File: src/rtl/pll_csr_pkg.sv
// rtl/pll_csr_pkg.sv - register map, FSM states and register layouts for the PLL CSR block
package pll_csr_pkg;

    localparam logic [7:0] CTRL_OFF = 8'h00;
    localparam logic [7:0] DIV_OFF  = 8'h04;
    localparam logic [7:0] STAT_OFF = 8'h08;
    localparam logic [7:0] ID_OFF   = 8'h0C;
    localparam logic [7:0] MAP_END  = 8'h10;

    typedef enum logic [2:0] {
        IDLE,
        WAIT,
        DATA,
        ERR1,
        ERR2
    } csr_state_e;

    typedef struct packed {
        logic irq_en;
        logic bypass;
        logic en;
    } ctrl_t;

    typedef struct packed {
        logic [1:0] post_div;
        logic [5:0] ref_div;
        logic [7:0] fb_div;
    } div_t;

    // DIV may not be rewritten while the PLL is running
    function automatic logic is_bad_access(input logic [7:0] off, input logic [2:0] size,
                                           input logic wr, input logic pll_en);
        return (off >= MAP_END) || (off[1:0] != 2'b00) || (size > 3'b010) ||
               (wr && (off == ID_OFF)) || (wr && (off == DIV_OFF) && pll_en);
    endfunction

endpackage

File: src/rtl/ahb_pll_csr_if.sv
// rtl/ahb_pll_csr_if.sv - AHB-Lite subordinate bus bundle for the PLL CSR block
interface ahb_pll_csr_if #(
    parameter int ADDR_WIDTH = 32,
    parameter int DATA_WIDTH = 32
);
    logic                      HSEL;
    logic                      HWRITE;
    logic                      HMASTLOCK;
    logic                      HREADY;
    logic [1:0]                HTRANS;
    logic [2:0]                HBURST;
    logic [2:0]                HSIZE;
    logic [ADDR_WIDTH-1:0]     HADDR;
    logic [DATA_WIDTH-1:0]     HWDATA;
    logic [DATA_WIDTH/8-1:0]   HWSTRB;
    logic                      HREADYOUT;
    logic                      HRESP;
    logic [DATA_WIDTH-1:0]     HRDATA;

    modport master (
        output HSEL, HWRITE, HMASTLOCK, HREADY, HTRANS, HBURST, HSIZE, HADDR, HWDATA, HWSTRB,
        input  HREADYOUT, HRESP, HRDATA
    );

    modport slave (
        input  HSEL, HWRITE, HMASTLOCK, HREADY, HTRANS, HBURST, HSIZE, HADDR, HWDATA, HWSTRB,
        output HREADYOUT, HRESP, HRDATA
    );
endinterface

File: src/rtl/pll_lock_sync.sv
// rtl/pll_lock_sync.sv - two-flop synchroniser for the PLL lock input with falling-edge detect
module pll_lock_sync (
    input  logic clk,
    input  logic rst,
    input  logic i_lock,
    output logic o_lock_sync,
    output logic o_lock_fall
);
    logic r_meta;
    logic r_sync;
    logic r_sync_d;

    always_ff @(posedge clk) begin
        if (rst) begin
            r_meta   <= 1'b0;
            r_sync   <= 1'b0;
            r_sync_d <= 1'b0;
        end else begin
            r_meta   <= i_lock;
            r_sync   <= r_meta;
            r_sync_d <= r_sync;
        end
    end

    assign o_lock_sync = r_sync;
    assign o_lock_fall = r_sync_d & ~r_sync;
endmodule

File: src/rtl/ahb_pll_csr.sv
// rtl/ahb_pll_csr.sv - AHB-Lite PLL control/status registers; PLL_CSR_LOCK_IRQ_EN enables the lock-lost interrupt
module ahb_pll_csr
    import pll_csr_pkg::*;
#(
    parameter int          ADDR_WIDTH  = 32,
    parameter int          DATA_WIDTH  = 32,
    parameter int          WAIT_STATES = 0,
    parameter logic [7:0]  FB_DIV_RST  = 8'd40,
    parameter logic [31:0] ID_VALUE    = 32'h504C_4C01
) (
    input  logic            HCLK,
    input  logic            HRESET,
    ahb_pll_csr_if.slave    bus,
    input  logic            pll_lock,
    output logic            pll_en,
    output logic            pll_bypass,
    output logic [7:0]      fb_div,
    output logic [5:0]      ref_div,
    output logic [1:0]      post_div,
    output logic            lock_irq
);
    localparam logic [1:0] WS_LAST = (WAIT_STATES > 0) ? 2'(WAIT_STATES - 1) : 2'd0;

    csr_state_e             r_state;
    csr_state_e             w_state_nxt;
    logic [1:0]             r_wait_cnt;
    logic [1:0]             w_wait_cnt_nxt;
    logic [7:0]             r_addr;
    logic                   r_write;
    logic [2:0]             r_size;
    logic                   r_err;
    logic                   w_start;

    ctrl_t                  r_ctrl;
    div_t                   r_div;
    logic                   r_lock_lost;
    logic                   w_lock_sync;
    logic                   w_lock_fall;

    logic                   w_accept;
    logic                   w_commit;
    logic                   w_en_eff;
    logic                   w_bad;
    logic [DATA_WIDTH-1:0]  w_rdata;

    pll_lock_sync u_lock_sync (
        .clk         (HCLK),
        .rst         (HRESET),
        .i_lock      (pll_lock),
        .o_lock_sync (w_lock_sync),
        .o_lock_fall (w_lock_fall)
    );

    assign w_accept = bus.HSEL & bus.HREADY & bus.HTRANS[1];
    assign w_commit = (r_state == DATA) & r_write;

    // A CTRL write completing this cycle decides whether a pipelined DIV write is legal
    assign w_en_eff = (w_commit && (r_addr == CTRL_OFF) && bus.HWSTRB[0]) ? bus.HWDATA[0] : r_ctrl.en;
    assign w_bad    = is_bad_access(bus.HADDR[7:0], bus.HSIZE, bus.HWRITE, w_en_eff);

    always_ff @(posedge HCLK) begin
        if (HRESET) begin
            r_state    <= IDLE;
            r_wait_cnt <= 2'd0;
            r_addr     <= 8'd0;
            r_write    <= 1'b0;
            r_size     <= 3'd0;
            r_err      <= 1'b0;
        end else begin
            r_state    <= w_state_nxt;
            r_wait_cnt <= w_wait_cnt_nxt;
            if (w_start) begin
                r_addr  <= bus.HADDR[7:0];
                r_write <= bus.HWRITE;
                r_size  <= bus.HSIZE;
                r_err   <= w_bad;
            end
        end
    end

    always_comb begin
        w_state_nxt    = r_state;
        w_wait_cnt_nxt = r_wait_cnt;
        w_start        = 1'b0;
        bus.HREADYOUT  = 1'b1;
        bus.HRESP      = 1'b0;
        bus.HRDATA     = '0;
        case (r_state)
            IDLE, DATA, ERR2: begin
                if (r_state == DATA && !r_write) begin
                    bus.HRDATA = w_rdata;
                end
                if (r_state == ERR2) begin
                    bus.HRESP = 1'b1;
                end
                if (w_accept) begin
                    w_start = 1'b1;
                    if (WAIT_STATES != 0) begin
                        w_state_nxt    = WAIT;
                        w_wait_cnt_nxt = WS_LAST;
                    end else begin
                        w_state_nxt = w_bad ? ERR1 : DATA;
                    end
                end else begin
                    w_state_nxt = IDLE;
                end
            end
            WAIT: begin
                bus.HREADYOUT = 1'b0;
                if (r_wait_cnt == 2'd0) begin
                    w_state_nxt = r_err ? ERR1 : DATA;
                end else begin
                    w_wait_cnt_nxt = r_wait_cnt - 2'd1;
                end
            end
            ERR1: begin
                bus.HREADYOUT = 1'b0;
                bus.HRESP     = 1'b1;
                w_state_nxt   = ERR2;
            end
            default: begin
                w_state_nxt = IDLE;
            end
        endcase
    end

    always_ff @(posedge HCLK) begin
        if (HRESET) begin
            r_ctrl      <= '0;
            r_div       <= '{post_div: 2'd0, ref_div: 6'd1, fb_div: FB_DIV_RST};
            r_lock_lost <= 1'b0;
        end else begin
            if (w_commit && (r_addr == CTRL_OFF) && bus.HWSTRB[0]) begin
                r_ctrl.en     <= bus.HWDATA[0];
                r_ctrl.bypass <= bus.HWDATA[1];
`ifdef PLL_CSR_LOCK_IRQ_EN
                r_ctrl.irq_en <= bus.HWDATA[2];
`endif
            end
            if (w_commit && (r_addr == DIV_OFF)) begin
                if (bus.HWSTRB[0]) r_div.fb_div   <= bus.HWDATA[7:0];
                if (bus.HWSTRB[1]) r_div.ref_div  <= bus.HWDATA[13:8];
                if (bus.HWSTRB[2]) r_div.post_div <= bus.HWDATA[17:16];
            end
            // A new loss of lock outranks a simultaneous clear
            if (w_lock_fall && r_ctrl.en) begin
                r_lock_lost <= 1'b1;
            end else if (w_commit && (r_addr == STAT_OFF) && bus.HWSTRB[0] && bus.HWDATA[1]) begin
                r_lock_lost <= 1'b0;
            end
        end
    end

    always_comb begin
        w_rdata = '0;
        case (r_addr)
            CTRL_OFF: w_rdata[2:0] = r_ctrl;
            DIV_OFF: begin
                w_rdata[7:0]   = r_div.fb_div;
                w_rdata[13:8]  = r_div.ref_div;
                w_rdata[17:16] = r_div.post_div;
            end
            STAT_OFF: w_rdata[1:0] = {r_lock_lost, w_lock_sync};
            ID_OFF:   w_rdata = ID_VALUE;
            default:  w_rdata = '0;
        endcase
    end

`ifdef PLL_CSR_LOCK_IRQ_EN
    logic r_lock_irq;

    always_ff @(posedge HCLK) begin
        if (HRESET) begin
            r_lock_irq <= 1'b0;
        end else begin
            r_lock_irq <= r_lock_lost & r_ctrl.irq_en;
        end
    end

    assign lock_irq = r_lock_irq;
`else
    assign lock_irq = 1'b0;
`endif

    assign pll_en     = r_ctrl.en;
    assign pll_bypass = r_ctrl.bypass;
    assign fb_div     = r_div.fb_div;
    assign ref_div    = r_div.ref_div;
    assign post_div   = r_div.post_div;

    wire w_unused_ok = &{1'b0, bus.HBURST, bus.HMASTLOCK, bus.HTRANS[0], bus.HADDR[ADDR_WIDTH-1:8],
                         bus.HWDATA[DATA_WIDTH-1:18], bus.HWDATA[15:14], bus.HWSTRB[DATA_WIDTH/8-1:3],
                         r_size};

endmodule

File: src/flat_wrapper.sv
// flat-port wrapper written by rule: the top's interface ports become plain ports
module ahb_pll_csr_flat import pll_csr_pkg::*;
#(
    parameter int          ADDR_WIDTH  = 32,
    parameter int          DATA_WIDTH  = 32,
    parameter int          WAIT_STATES = 0,
    parameter logic [7:0]  FB_DIV_RST  = 8'd40,
    parameter logic [31:0] ID_VALUE    = 32'h504C_4C01
)
  (HCLK, HRESET, pll_lock, pll_en, pll_bypass, fb_div, ref_div, post_div, lock_irq, bus_HSEL, bus_HWRITE, bus_HMASTLOCK, bus_HREADY, bus_HTRANS, bus_HBURST, bus_HSIZE, bus_HADDR, bus_HWDATA, bus_HWSTRB, bus_HREADYOUT, bus_HRESP, bus_HRDATA);
  ahb_pll_csr_if #(.ADDR_WIDTH(ADDR_WIDTH), .DATA_WIDTH(DATA_WIDTH)) bus_i ();
  input  logic HCLK;
  input  logic HRESET;
  input  logic pll_lock;
  output logic pll_en;
  output logic pll_bypass;
  output logic [7:0] fb_div;
  output logic [5:0] ref_div;
  output logic [1:0] post_div;
  output logic lock_irq;
  input wire logic [$bits(bus_i.HSEL)-1:0] bus_HSEL;
  input wire logic [$bits(bus_i.HWRITE)-1:0] bus_HWRITE;
  input wire logic [$bits(bus_i.HMASTLOCK)-1:0] bus_HMASTLOCK;
  input wire logic [$bits(bus_i.HREADY)-1:0] bus_HREADY;
  input wire logic [$bits(bus_i.HTRANS)-1:0] bus_HTRANS;
  input wire logic [$bits(bus_i.HBURST)-1:0] bus_HBURST;
  input wire logic [$bits(bus_i.HSIZE)-1:0] bus_HSIZE;
  input wire logic [$bits(bus_i.HADDR)-1:0] bus_HADDR;
  input wire logic [$bits(bus_i.HWDATA)-1:0] bus_HWDATA;
  input wire logic [$bits(bus_i.HWSTRB)-1:0] bus_HWSTRB;
  output wire logic [$bits(bus_i.HREADYOUT)-1:0] bus_HREADYOUT;
  output wire logic [$bits(bus_i.HRESP)-1:0] bus_HRESP;
  output wire logic [$bits(bus_i.HRDATA)-1:0] bus_HRDATA;
  assign bus_i.HSEL = bus_HSEL;
  assign bus_i.HWRITE = bus_HWRITE;
  assign bus_i.HMASTLOCK = bus_HMASTLOCK;
  assign bus_i.HREADY = bus_HREADY;
  assign bus_i.HTRANS = bus_HTRANS;
  assign bus_i.HBURST = bus_HBURST;
  assign bus_i.HSIZE = bus_HSIZE;
  assign bus_i.HADDR = bus_HADDR;
  assign bus_i.HWDATA = bus_HWDATA;
  assign bus_i.HWSTRB = bus_HWSTRB;
  assign bus_HREADYOUT = bus_i.HREADYOUT;
  assign bus_HRESP = bus_i.HRESP;
  assign bus_HRDATA = bus_i.HRDATA;
  ahb_pll_csr #(.ADDR_WIDTH(ADDR_WIDTH), .DATA_WIDTH(DATA_WIDTH), .WAIT_STATES(WAIT_STATES), .FB_DIV_RST(FB_DIV_RST), .ID_VALUE(ID_VALUE)) u_core (.HCLK(HCLK), .HRESET(HRESET), .bus(bus_i), .pll_lock(pll_lock), .pll_en(pll_en), .pll_bypass(pll_bypass), .fb_div(fb_div), .ref_div(ref_div), .post_div(post_div), .lock_irq(lock_irq));
endmodule
File: config.mk
export PLATFORM = sky130hd
export DESIGN_NAME = ahb_pll_csr_flat
export DESIGN_NICKNAME = d
export VERILOG_FILES = /design/src/rtl/pll_csr_pkg.sv /design/src/rtl/ahb_pll_csr_if.sv /design/src/rtl/pll_lock_sync.sv /design/src/rtl/ahb_pll_csr.sv /design/src/flat_wrapper.sv
export SDC_FILE = /design/constraint.sdc
export NUM_CORES = 1
export LEC_CHECK = 0
export CAP_MARGIN = 20
export CORE_UTILIZATION = 38
export CTS_CLUSTER_SIZE = 14
export DETAILED_ROUTE_END_ITERATION = 10
export HOLD_SLACK_MARGIN = 0.12
export PLACE_DENSITY = 0.86
export RECOVER_POWER = 100
export SYNTH_ARGS = -nofsm -noshare
export SYNTH_HDL_FRONTEND = slang
export SYNTH_SLANG_ARGS = --single-unit
File: constraint.sdc
create_clock -name HCLK -period 3.3 [get_ports HCLK]
set_clock_uncertainty 0.1 [all_clocks]
set_input_delay 0.495 -clock HCLK [delete_from_list [all_inputs] [get_ports HCLK]]
set_output_delay 0.495 -clock HCLK [all_outputs]
set_load 0.02 [all_outputs]
== Word level (Yosys, flattened, before mapping) ==
Index checks and enable logic that the tools add are counted.
Storage, ports and cells
  flip-flop bits (word level): 37
  bits of input ports: 83
Cells by class
  eq/ne operators: 10
  mux-type cells: 21
  add/subtract/negate cells: 1
  reduce and logical (&&, ||, !) cells: 27
  bitwise gates (word level): 6
  order comparisons: 2
Operator list (count)
  $mux W32: 1
  $mux W31: 1
  $eq A8 B4 Y1 const B: 3
  $pmux W11 S2: 1
  $eq A8 B3 Y1 const B: 2
  $mux W13: 1
  $logic_and A1 B1 Y1: 11
  $mux W1: 11
  $pmux W3 S3: 1
  $ge A8 B5 Y1 const B: 1
  $logic_not A8 Y1: 1
  $pmux W2 S4: 1
  $reduce_and A2 Y1: 4
  $eq A3 B2 Y1 const B: 2
  $mux W3: 2
  $and A1 B1 Y1: 4
  $logic_or A1 B1 Y1: 4
  $reduce_bool A2 Y1: 2
  $eq A3 B1 Y1 const B: 1
  $eq A3 B3 Y1 const B: 1
  $gt A3 B2 Y1 const B: 1
  $logic_not A3 Y1: 1
  $reduce_or A3 Y1: 1
  $logic_not A2 Y1: 1
  other kinds (7): 8

== Longest topological paths before layout ==
Gate-level depths: netlist of the first run.
  depth after elaboration: 10
  depth in mapped cells: 6
  depth with buffers taken out: 5

== By module ==
From an unflattened synthesis of the first run, not the netlist that was laid out.
Unflattened totals
  cell total of the unflattened synthesis: 199
  area total of the unflattened synthesis: 1828.0 µm²
Modules (own cells, without submodules)
  ahb_pll_csr: cells each 192, area each 1740.4 µm², sequential area each 680.7 µm², times used 1
  pll_lock_sync: cells each 7, area each 87.6 µm², sequential area each 60.1 µm², times used 1

== Worst setup path before layout of the first run ==
OpenSTA, ideal clock, no wires.
  path type: reg2out
  start point: register u_core.r_addr[0]
  end point: output port bus_HRDATA[18]
  arrival: 1.691 ns
  stages on the path, launching flop included: 6
  slack: 1.014 ns
  cell sequence: dfxtp_1 -> nor4_4 -> and4b_1 -> buf_2 -> and3_1 -> buf_4
On the way
  word-level cells in the longest chain between the ends: 4
Ends and longest elaborated chain
  start, declared: line ahb_pll_csr.sv:28  | logic [7:0] r_addr;
  start signal, assigned: line ahb_pll_csr.sv:73  | r_addr <= bus.HADDR[7:0];
  $eq A8 B4 Y1: line ahb_pll_csr.sv:156  | case (r_addr)
  $mux W13: line ahb_pll_csr.sv:156
  $mux W31: line ahb_pll_csr.sv:90  | if (r_state == DATA && !r_write) begin
  $mux W32: line ahb_pll_csr.sv:88  | case (r_state)
  end, declared: line flat_wrapper.sv:33  | output wire logic [$bits(bus_i.HRDATA)-1:0] bus_HRDATA;
Every way passes these cells.

== Worst setup path in the final report of the first run ==
  start point: register u_core.r_state[1]
  end point: output port bus_HRDATA[3]
On the way
  word-level cells in the longest chain between the ends: 4
  elaborated cells on any way between the ends: 7
Ends and longest elaborated chain
  start, declared: line ahb_pll_csr.sv:24  | csr_state_e r_state;
  start signal, assigned: line ahb_pll_csr.sv:70  | r_state <= w_state_nxt;
  $eq A3 B2 Y1: line ahb_pll_csr.sv:88, ahb_pll_csr.sv:90
  $logic_and A1 B1 Y1: line ahb_pll_csr.sv:90
  $mux W31: line ahb_pll_csr.sv:90
  $mux W32 (*): line ahb_pll_csr.sv:88
Mark *: on every way between the ends. The rest lies on a longest branch, timed or not.

==> results of run 1 <==
[Yosys cell counts, types with 2 or more instances]
cell type,instances,share of area (%)
a211oi_1,2,0.77
a21oi_1,27,7.0
a31oi_1,3,0.97
and2_1,2,0.65
and3_1,13,4.2
buf_2,7,1.8
buf_4,17,6.6
clkbuf_1,5,0.97
dfxtp_1,37,38
inv_1,7,1.4
nand2_1,26,5.0
nand2b_1,2,0.65
nand3b_1,3,1.2
nand4_1,14,4.5
nand4b_1,3,1.4
nor2_1,11,2.1
nor2b_1,4,1.3
nor3_1,3,0.77
nor4_1,4,1.3
o21ai_0,6,1.5
o31ai_1,13,5.0
[routing by layer]
layer | global-route usage (%) | routed length (um) | vias up
met2 | 31.3 | 2320 | 82
met3 | 3.43 | 337 | 8
met1 | 23.2 | 2180 | 892
met4 | 9.83 | 89 | 0
met5 | 0 | 0 | -
li1 | - | - | 954
[final timing paths]
path	startpoint	endpoint	slack, ps
worst max-delay path	u_core.r_state[1]	bus_HRDATA[3]	180
worst min-delay path	u_core.u_lock_sync.r_meta	u_core.u_lock_sync.o_lock_sync	340
worst max register to register	u_core.r_state[1]	u_core.r_lock_lost	1320
worst min register to register	u_core.u_lock_sync.r_meta	u_core.u_lock_sync.o_lock_sync	340
[registers in the layout, summed over array words and instances (netlist names)]
signal / count
u_core.r_lock_lost: 1
u_core.r_state: 3
u_core.r_err: 1
u_core.post_div: 2
u_core.fb_div: 8
u_core.pll_en: 1
u_core.u_lock_sync.r_meta: 1
u_core.r_write: 1
u_core.ref_div: 6
u_core.pll_bypass: 1
u_core.r_wait_cnt: 2
u_core.u_lock_sync.r_sync_d: 1
u_core.r_addr: 8
u_core.u_lock_sync.o_lock_sync: 1
[layout make-up]
cell class              instances  share of cell area [%]
multi-input cells             167                    36.4
flip-flops and latches         37                    27.1
repair buffers                 82                    29.5
clock buffers                   8                    2.93
inverters                       8                    1.10
well taps                      67                    3.06
[worst register-to-register path, delay by kind of cell (launching register included)]
kind            cells  cell delay, ps
flops               1             440
simple gates        2             760
compound gates      2             550
[logic make-up (layout without fill, tap and decap cells)]
family / count (synthesis) / count (layout) / synth area share (%)
compound gates: 56 / 56 / 17.9
xor+xnor: 1 / 1 / 0.452
buf+inv: 39 / 98 / 12.3
fa+ha+maj: 1 / 1 / 0.645
simple gates: 95 / 95 / 28.5
flops: 37 / 37 / 38.2
other cells: 1 / 11 / 0.193
mux: 3 / 3 / 1.87
[metrics by stage]
stage               hold slack (ps)  util, %  power (mW)  cell area (um^2)  cells
floorplan                       314        -       0.531              1980    243
global placement                335     55.3       0.582              2660    361
detailed placement              335     55.3       0.584              2660    361
CTS                             351     57.0       0.888              2740    369
global route                    372     56.8       0.915              2740    369
finish                          343     56.8       0.879              2740    369
[report_power, final]
part	total, mW	switching, mW	internal (mW)
Sequential	0.461	0.00731	0.453
Combinational	0.112	0.0589	0.0534
Clock	0.306	0.156	0.150
==> summary.md, run 1 <==
| Metric | Value |
|---|---|
| Antenna Cells | 0 |
| Critical Path Start Type | flip-flop |
| Cells on worst reg2reg path | 4 |
| Endpoints failing setup | 0 |
| CTS tree | built |
| Pre-Repair DR Iteration Count | 4 |
| Worst slew pin tran | 762 ps |
| Cts bufs inserted | 5 |
| Core Area | 4820 um^2 |
| DR WL/cell | 13.4 um |
| Initial Util | 40.3% |
| Gates resized, CTS repair | 0 |
| I/O Buffers | 78 |
| Post-synthesis cell area | 1940 um^2 |
| Drt total wl | 4930 um |
| Grt total ovfl | 0 |
| I/O pin total | 136 |
| Worst skew pair latency | 300 ps |
| Peak supply drop | 0.255 mV |
| Commonest non-fill, non-tap cells in the layout | 45 x dlygate4sd3_1, 37 x dfxtp_1, 33 x clkdlybuf4s50_1, 27 x a21oi_1, 26 x nand2_1 |
| Commonest non-fill, non-tap cell in the layout | dlygate4sd3_1 |
| Post-CTS setup buffer count | 0 |
| Clock transition at the registers of the reported paths | 70 ps |
| Die area | 5390 um^2 |
| Max-cap viol count | 0 |
| Hold crit path type | flip-flop to flip-flop |
| Commonest register cell after synthesis | dfxtp_1 |
| Fin crit period | 3120 ps |
| Dpl ws | 579 ps |
| CP top delay family | simple AND/OR/NAND/NOR gates |
| Synthesis-to-layout area growth | 41.2% |
| Setup TNS | 0 ps |
| Final period utilization | 94.4% |
| Die Height | 73.4 um |
| Area of the multi-input gates | 996 um^2 |
| Crit path DAT | 2520 ps |
| Slowest cell on crit path | dlygate4sd3_1 |
| FMAX | 321 MHz |
| Max-Slew Margin vs Limit | 49.2% |
| Leakage | 1.09 nW |
| Antenna-violating nets left | 0 |
| Maximum fanout along the worst path | 9 |
| Crit path required time | 2700 ps |
| Synth unique cells | 45 |
| DR DRC count | 0 |
| FP Rows | 25 |
| RD Place Congestion | 0.862 |
| WP depth | 5 |
| Worst Hold Depth | 1 |
| Vias | 1,936 |
| Mean Syn Cell Area | 8.32 um^2 |
| Crit Path Category | flip-flop to output port |
| Pin count of the biggest net entering global routing | 30 |
| First DRT Iteration DRCs | 116 |
| Gate Count Post-Synth | 233 |
| Buffer and inverter count on the worst path | 2 |
| Share of cells above drive strength 1 | 5.30% |
| Crit. End Element | output port |
| Final #Nets | 385 |
| Root Buffer | clkbuf_8 |
| Clk buf depth | 2 |
| Fin. max-slew vios | 0 |
| Clock sink count | 37 |
| Worst setup margin | 184 ps |
| GR Util All Layers | 18.8% |
| Via/cell ratio | 5.25 |
| Slowest Stage Delay on Critical Path | 670 ps |
| Final Hold Fails | 0 |
| Vias in the first global route | 1,695 |
| Seq/Total Area, Yosys | 38.2% |
| Ys async rst share | 0% |
| Initial antenna violation count | 0 |
| Pwr per Cell Area | 321 nW/um^2 |
| First-pass GRT wire length | 7770 um |
| Sequential cell area | 741 um^2 |
| Status | finished clean |
| CP cell instances | nor3b_2, and4b_1, buf_4, and3_1, dlygate4sd3_1 |
| Yosys warning count | 0 |
| Yosys reg bits | 37 |
| Post-DP HPWL | 3560 um |
| Number of flops mapped to enable cells by yosys | 0 |
| Die width | 73.4 um |
| RSZ-0062 raised after global routing | false |
| Fill count | 460 |
| H-Tree Depth | 2 |
| Post-CTS Hold Buffers | 0 |
Power figures use the tool's default switching activity.
==> inputs of run 2 (changes only) <==
CORE_UTILIZATION = 35   (was 38)
PLACE_DENSITY = 0.8   (was 0.86)
REMOVE_ABC_BUFFERS = 1   (was default)
==> summary.md, run 2 (same netlist as run 1, synthesis figures left out) <==
| Metric | Value |
|---|---|
| RD Place Congestion | 0.743 (-14%) |
| Antenna Cells | 0 (unchanged) |
| Leakage | 1.11 nW (+2.0%) |
| Worst skew pair latency | 290 ps (about the same) |
| Post-DP HPWL | 3580 um (+0.53%) |
| Drt total wl | 4930 um (about the same) |
| Sequential cell area | 741 um^2 (unchanged) |
| Die area | 5840 um^2 (+8.3%) |
| Worst slew pin tran | 935 ps (+173 ps) |
| Grt total ovfl | 0 (unchanged) |
| Initial Util | 37.0% (-3.2 points) |
| Final #Nets | 385 (unchanged) |
| I/O Buffers | 78 (unchanged) |
| Critical Path Start Type | flip-flop |
| Share of cells above drive strength 1 | 5.63% (+0.33 points) |
| Area post-placement | 2670 um^2 (+0.14%) |
| Root Buffer | clkbuf_8 |
| Via/cell ratio | 5.11 (-2.5%) |
| Buffer and inverter count on the worst path | 2 (unchanged) |
| Vias | 1,902 (-1.8%) |
| CTS tree | built |
| Max-Slew Margin vs Limit | 37.7% (-12 points) |
| CP top delay family | simple AND/OR/NAND/NOR gates |
| Status | finished clean |
| Area of the multi-input gates | 986 um^2 (-1.0%) |
| Slowest cell on crit path | dlygate4sd3_1 |
| Max-cap viol count | 0 (unchanged) |
| Crit Path Category | flip-flop to output port |
| I/O pin total | 136 (unchanged) |
| Fin crit period | 2980 ps (-134 ps) |
| Slowest Stage Delay on Critical Path | 670 ps (about the same) |
| Commonest non-fill, non-tap cell in the layout | dlygate4sd3_1 |
| GR Util All Layers | 17.4% (-1.5 points) |
| Fin. max-slew vios | 0 (unchanged) |
| Clock transition at the registers of the reported paths | 70 ps (about the same) |
| Pre-Repair DR Iteration Count | 4 (unchanged) |
| Fill count | 503 (+9.3%) |
| First DRT Iteration DRCs | 97 (-16%) |
| Pin count of the biggest net entering global routing | 29 (-3.3%) |
| Pwr per Cell Area | 372 nW/um^2 (+16%) |
| Final Hold Fails | 0 (unchanged) |
| R2R Setup Slk | 980 ps (-340 ps) |
| FP Rows | 26 (+4.0%) |
| Clock sink count | 37 (unchanged) |
| Crit path required time | 2700 ps (about the same) |
| DR DRC count | 0 (unchanged) |
| Antenna-violating nets left | 0 (unchanged) |
| Cts bufs inserted | 5 (unchanged) |
| Post-CTS setup buffer count | 0 (unchanged) |
| Core Area | 5240 um^2 (+8.7%) |
| H-Tree Depth | 2 (unchanged) |
| Gates resized, CTS repair | 0 (unchanged) |
| Design Area, Final | 2780 um^2 (+1.6%) |
| Crit. End Element | output port |
| Setup TNS | 0 ps (unchanged) |
| Die width | 76.4 um (+4.1%) |
| Commonest non-fill, non-tap cells in the layout | 43 x dlygate4sd3_1, 37 x dfxtp_1, 35 x clkdlybuf4s50_1, 27 x a21oi_1, 26 x nand2_1 |
| Endpoints failing setup | 0 (unchanged) |
| Vias in the first global route | 1,754 (+3.5%) |
| Hold crit path type | flip-flop to flip-flop |
| Post-CTS Hold Buffers | 0 (unchanged) |
| DR WL/cell | 13.3 um (-0.85%) |
| Die Height | 76.4 um (+4.1%) |
| Peak supply drop | 0.174 mV (-32%) |
| Initial antenna violation count | 0 (unchanged) |
| Synthesis-to-layout area growth | 43.5% |
| Crit path DAT | 2390 ps (-130 ps) |
| RSZ-0062 raised after global routing | false |
| Top Registers | u_core.fb_div (8), u_core.r_addr (8), u_core.ref_div (6) |
| CP cell instances | nor4_4, and4b_1, buf_4, and3_1, dlygate4sd3_1 |
| FMAX | 335 MHz (+4.5%) |
| Clk buf depth | 2 (unchanged) |
| First-pass GRT wire length | 8360 um (+7.5%) |
| Final period utilization | 90.4% (-4.1 points) |
| Maximum fanout along the worst path | 12 (+3) |
## run 2: cell count changes in the layout (fill, tap and decap cells not counted), moves of 2 or more
cell,delta
dlygate4sd3_1,-2
bufinv_16,+2
clkbuf_1,-3
clkdlybuf4s50_1,+2
## run 2: metal layers
layer / track usage, % / vias up / part of all wire (%)
met4: 5.96 / 0 / 1.2
met1: 22.5 / 850 / 46
met2: 27.5 / 91 / 46
met3: 4.91 / 8 / 6.6
met5: 0 / - / 0
li1: - / 953 / -
## run 2: power breakdown
| part | internal (mW) | leakage, nW | switching [mW] | total [mW] |
|---|---|---|---|---|
| logic | 0.0529 | 0.740 | 0.0569 | 0.110 |
| clock network | 0.300 | 0.0681 | 0.164 | 0.465 |
| registers | 0.453 | 0.300 | 0.00706 | 0.460 |
## run 2: final cells by class
cell class / count / share of cell area, %
Multi-Input combinational cell: 167 / 35.4
Sequential cell: 37 / 26.6
Inverter: 8 / 1.08
Clock buffer: 5 / 2.47
Timing Repair Buffer: 82 / 28.9
Tap cell: 70 / 3.15
Clock inverter: 3 / 2.34
## run 2: path summary, 6_finish.rpt
check / from / depth (start not counted) / end
max: u_core.r_addr[0] / 5 / bus_HRDATA[7]
min: u_core.u_lock_sync.r_meta / 1 / u_core.u_lock_sync.o_lock_sync
max reg2reg: u_core.r_addr[0] / 4 / u_core.r_lock_lost
min reg2reg: u_core.u_lock_sync.r_meta / 1 / u_core.u_lock_sync.o_lock_sync
## run 2: per-stage QoR
step / util [%] / power, mW / cells / hold WS [ps] / setup slack [ps]
global placement: 50.9 / 0.581 / 364 / 319 / 683
floorplan: - / 0.512 / 212 / 314 / 672
global route: 53.1 / 1.07 / 372 / 358 / 129
CTS: 53.5 / 1.05 / 372 / 346 / 337
finish: 53.1 / 1.03 / 372 / 346 / 318
detailed placement: 50.9 / 0.583 / 364 / 327 / 674
==> inputs of run 3 (changes only) <==
HOLD_SLACK_MARGIN = default   (was 0.12)
clock period = 2.76 ns   (was 3.3 ns; I/O delays follow)
==> summary.md, run 3 (same netlist as run 1, synthesis figures left out) <==
| Metric | Value |
|---|---|
| Final Hold Fails | 0 (unchanged) |
| Clock sink count | 37 (unchanged) |
| RSZ-0062 raised after global routing | false |
| First DRT Iteration DRCs | 100 (+3.1%) |
| Flop pwr share | 46.7% (+2.2 points) |
| Crit Path Category | flip-flop to output port |
| Clk buf depth | 2 (unchanged) |
| Slowest Stage Delay on Critical Path | 640 ps (-30 ps) |
| Clock share of power | 41.6% (-3.3 points) |
| FP Rows | 26 (unchanged) |
| Pwr per Cell Area | 438 nW/um^2 (+18%) |
| Fin crit period | 2670 ps |
| CP cell instances | mux2_2, o221a_2, dlygate4sd3_1 |
| Sequential cell area | 741 um^2 (unchanged) |
| First-pass GRT wire length | 8220 um (-1.7%) |
| Antenna-violating nets left | 0 (unchanged) |
| Grt total ovfl | 0 (unchanged) |
| Peak supply drop | 0.209 mV (+20%) |
| Critical Path Start Type | flip-flop |
| Fin. max-slew vios | 0 (unchanged) |
| Leakage | 1.02 nW (-8.3%) |
| Status | finished clean |
| Worst slew pin tran | 941 ps (+5.66 ps) |
| Share of cells above drive strength 1 | 6.23% (+0.60 points) |
| Synthesis-to-layout area growth | 38.4% |
| Top Registers | u_core.fb_div (8), u_core.r_addr (8), u_core.ref_div (6) |
| Core Area | 5240 um^2 (unchanged) |
| Dpl ws | 299 ps (-375 ps) |
| Post-DP HPWL | 3690 um (+3.2%) |
| Max-cap viol count | 0 (unchanged) |
| Commonest non-fill, non-tap cells in the layout | 37 x clkdlybuf4s50_1, 37 x dfxtp_1, 27 x a21oi_1, 26 x nand2_1, 23 x dlygate4sd3_1 |
| Root Buffer | clkbuf_8 |
| CP top delay family | buffers and inverters |
| Initial antenna violation count | 0 (unchanged) |
| Die width | 76.4 um (unchanged) |
| Vias | 1,916 (+0.74%) |
| Clock transition at the registers of the reported paths | 80 ps (about the same) |
| Antenna Cells | 0 (unchanged) |
| Area of the multi-input gates | 983 um^2 (-0.25%) |
| I/O Buffers | 78 (unchanged) |
| DR WL/cell | 13.6 um (+2.3%) |
| I/O pin total | 136 (unchanged) |
| Slowest cell on crit path | dlygate4sd3_1 |
| DR DRC count | 0 (unchanged) |
| Net Sw Power | 273 uW (+20%) |
| Initial Util | 37.0% (unchanged) |
| Cts bufs inserted | 5 (unchanged) |
| Endpoints failing setup | 0 (unchanged) |
| FMAX | 374 MHz |
| Worst setup margin | 86.0 ps (-232 ps) |
| Sw frac | 23.3% (+1.2 points) |
| GR Util All Layers | 17.1% (-0.24 points) |
| Comb pwr share | 11.6% (+1.0 points) |
| Crit. End Element | output port |
| Maximum fanout along the worst path | 10 (-2) |
| Final #Nets | 388 (+0.78%) |
| Setup TNS | 0 ps (unchanged) |
| Die Height | 76.4 um (unchanged) |
| Max-Slew Margin vs Limit | 37.3% (-0.38 points) |
| Worst skew pair latency | 290 ps (about the same) |
| Drt total wl | 5080 um (+3.1%) |
| RD Place Congestion | 0.725 (-2.4%) |
| Pin count of the biggest net entering global routing | 29 (unchanged) |
| Fill count | 543 (+8.0%) |
| CTS tree | built |
| Final period utilization | 96.9% |
| Crit path required time | 2250 ps (-450 ps) |
| Vias in the first global route | 1,772 (+1.0%) |
| Pwr Total | 1.18 mW (+14%) |
| Buffer and inverter count on the worst path | 1 (-1) |
| Crit path DAT | 2160 ps (-230 ps) |
| H-Tree Depth | 2 (unchanged) |
| Pre-Repair DR Iteration Count | 4 (unchanged) |
| Via/cell ratio | 5.11 (about the same) |
| Post-CTS setup buffer count | 0 (unchanged) |
| R2R Setup Slk | 340 ps (-640 ps) |
| Hold crit path type | flip-flop to flip-flop |
| Int Pwr | 902 uW (+12%) |
| Die area | 5840 um^2 (unchanged) |
-- run 3: timing repair --
item                                    CTS  global route
hold buffers                              0             0
hold endpoints to repair                  0             0
pin swaps                                 0             1
endpoints found under the setup margin   11            18
gates resized for setup                   1            18
-- run 3: path summary, 6_finish.rpt --
path / from / to / cells after the start
worst max-delay path: u_core.r_addr[3] / bus_HRDATA[0] / 3
worst min-delay path: u_core.u_lock_sync.r_meta / u_core.u_lock_sync.o_lock_sync / 1
worst min register to register: u_core.u_lock_sync.r_meta / u_core.u_lock_sync.o_lock_sync / 1
worst max register to register: u_core.r_addr[0] / u_core.r_lock_lost / 5
-- run 3: worst register-to-register path, delay by kind of cell, from the launching register on --
family                 cells  cell delay [ps]
flip-flops                 1              340
AO/OA/AOI/OAI              2              690
AND/OR/NAND/NOR            2              950
buffers and inverters      1              190
-- run 3: routing by layer --
| metal | up-vias | share of wire, % | GRT usage (%) |
|---|---|---|---|
| li1 | 956 | - | - |
| met1 | 867 | 45 | 21.7 |
| met2 | 91 | 47 | 28.9 |
| met3 | 2 | 7.7 | 4.43 |
| met4 | 0 | 0.45 | 4.23 |
| met5 | - | 0 | 0 |
-- run 3: through the flow --
| step | instances | cell area, um^2 | util, % | hold slack (ps) |
|---|---|---|---|---|
| floorplan | 212 | 1770 | - | 314 |
| global placement | 367 | 2690 | 51.4 | 320 |
| detailed placement | 367 | 2690 | 51.4 | 325 |
| CTS | 375 | 2810 | 53.7 | 344 |
| global route | 375 | 2680 | 51.2 | 371 |
| finish | 375 | 2680 | 51.2 | 343 |
-- run 3: final cells by class --
type | instances | share of cell area, %
sequential | 37 | 27.6
tap | 70 | 3.26
clock buffer | 6 | 3.08
clock inverter | 2 | 1.40
timing repair buffer | 85 | 26.9
multi-input combinational | 167 | 36.6
inverter | 8 | 1.12
-- run 3: power by group through the flow --
| stage | clock (mW) | combinational (mW) | sequential [mW] |
|---|---|---|---|
| after CTS | 0.500 | 0.141 | 0.549 |
| after global placement | 0 | 0.138 | 0.561 |
| after floorplan | 0 | 0.0514 | 0.561 |
| final | 0.489 | 0.137 | 0.549 |
| after global routing | 0.526 | 0.148 | 0.551 |
| after detailed placement | 0 | 0.141 | 0.562 |
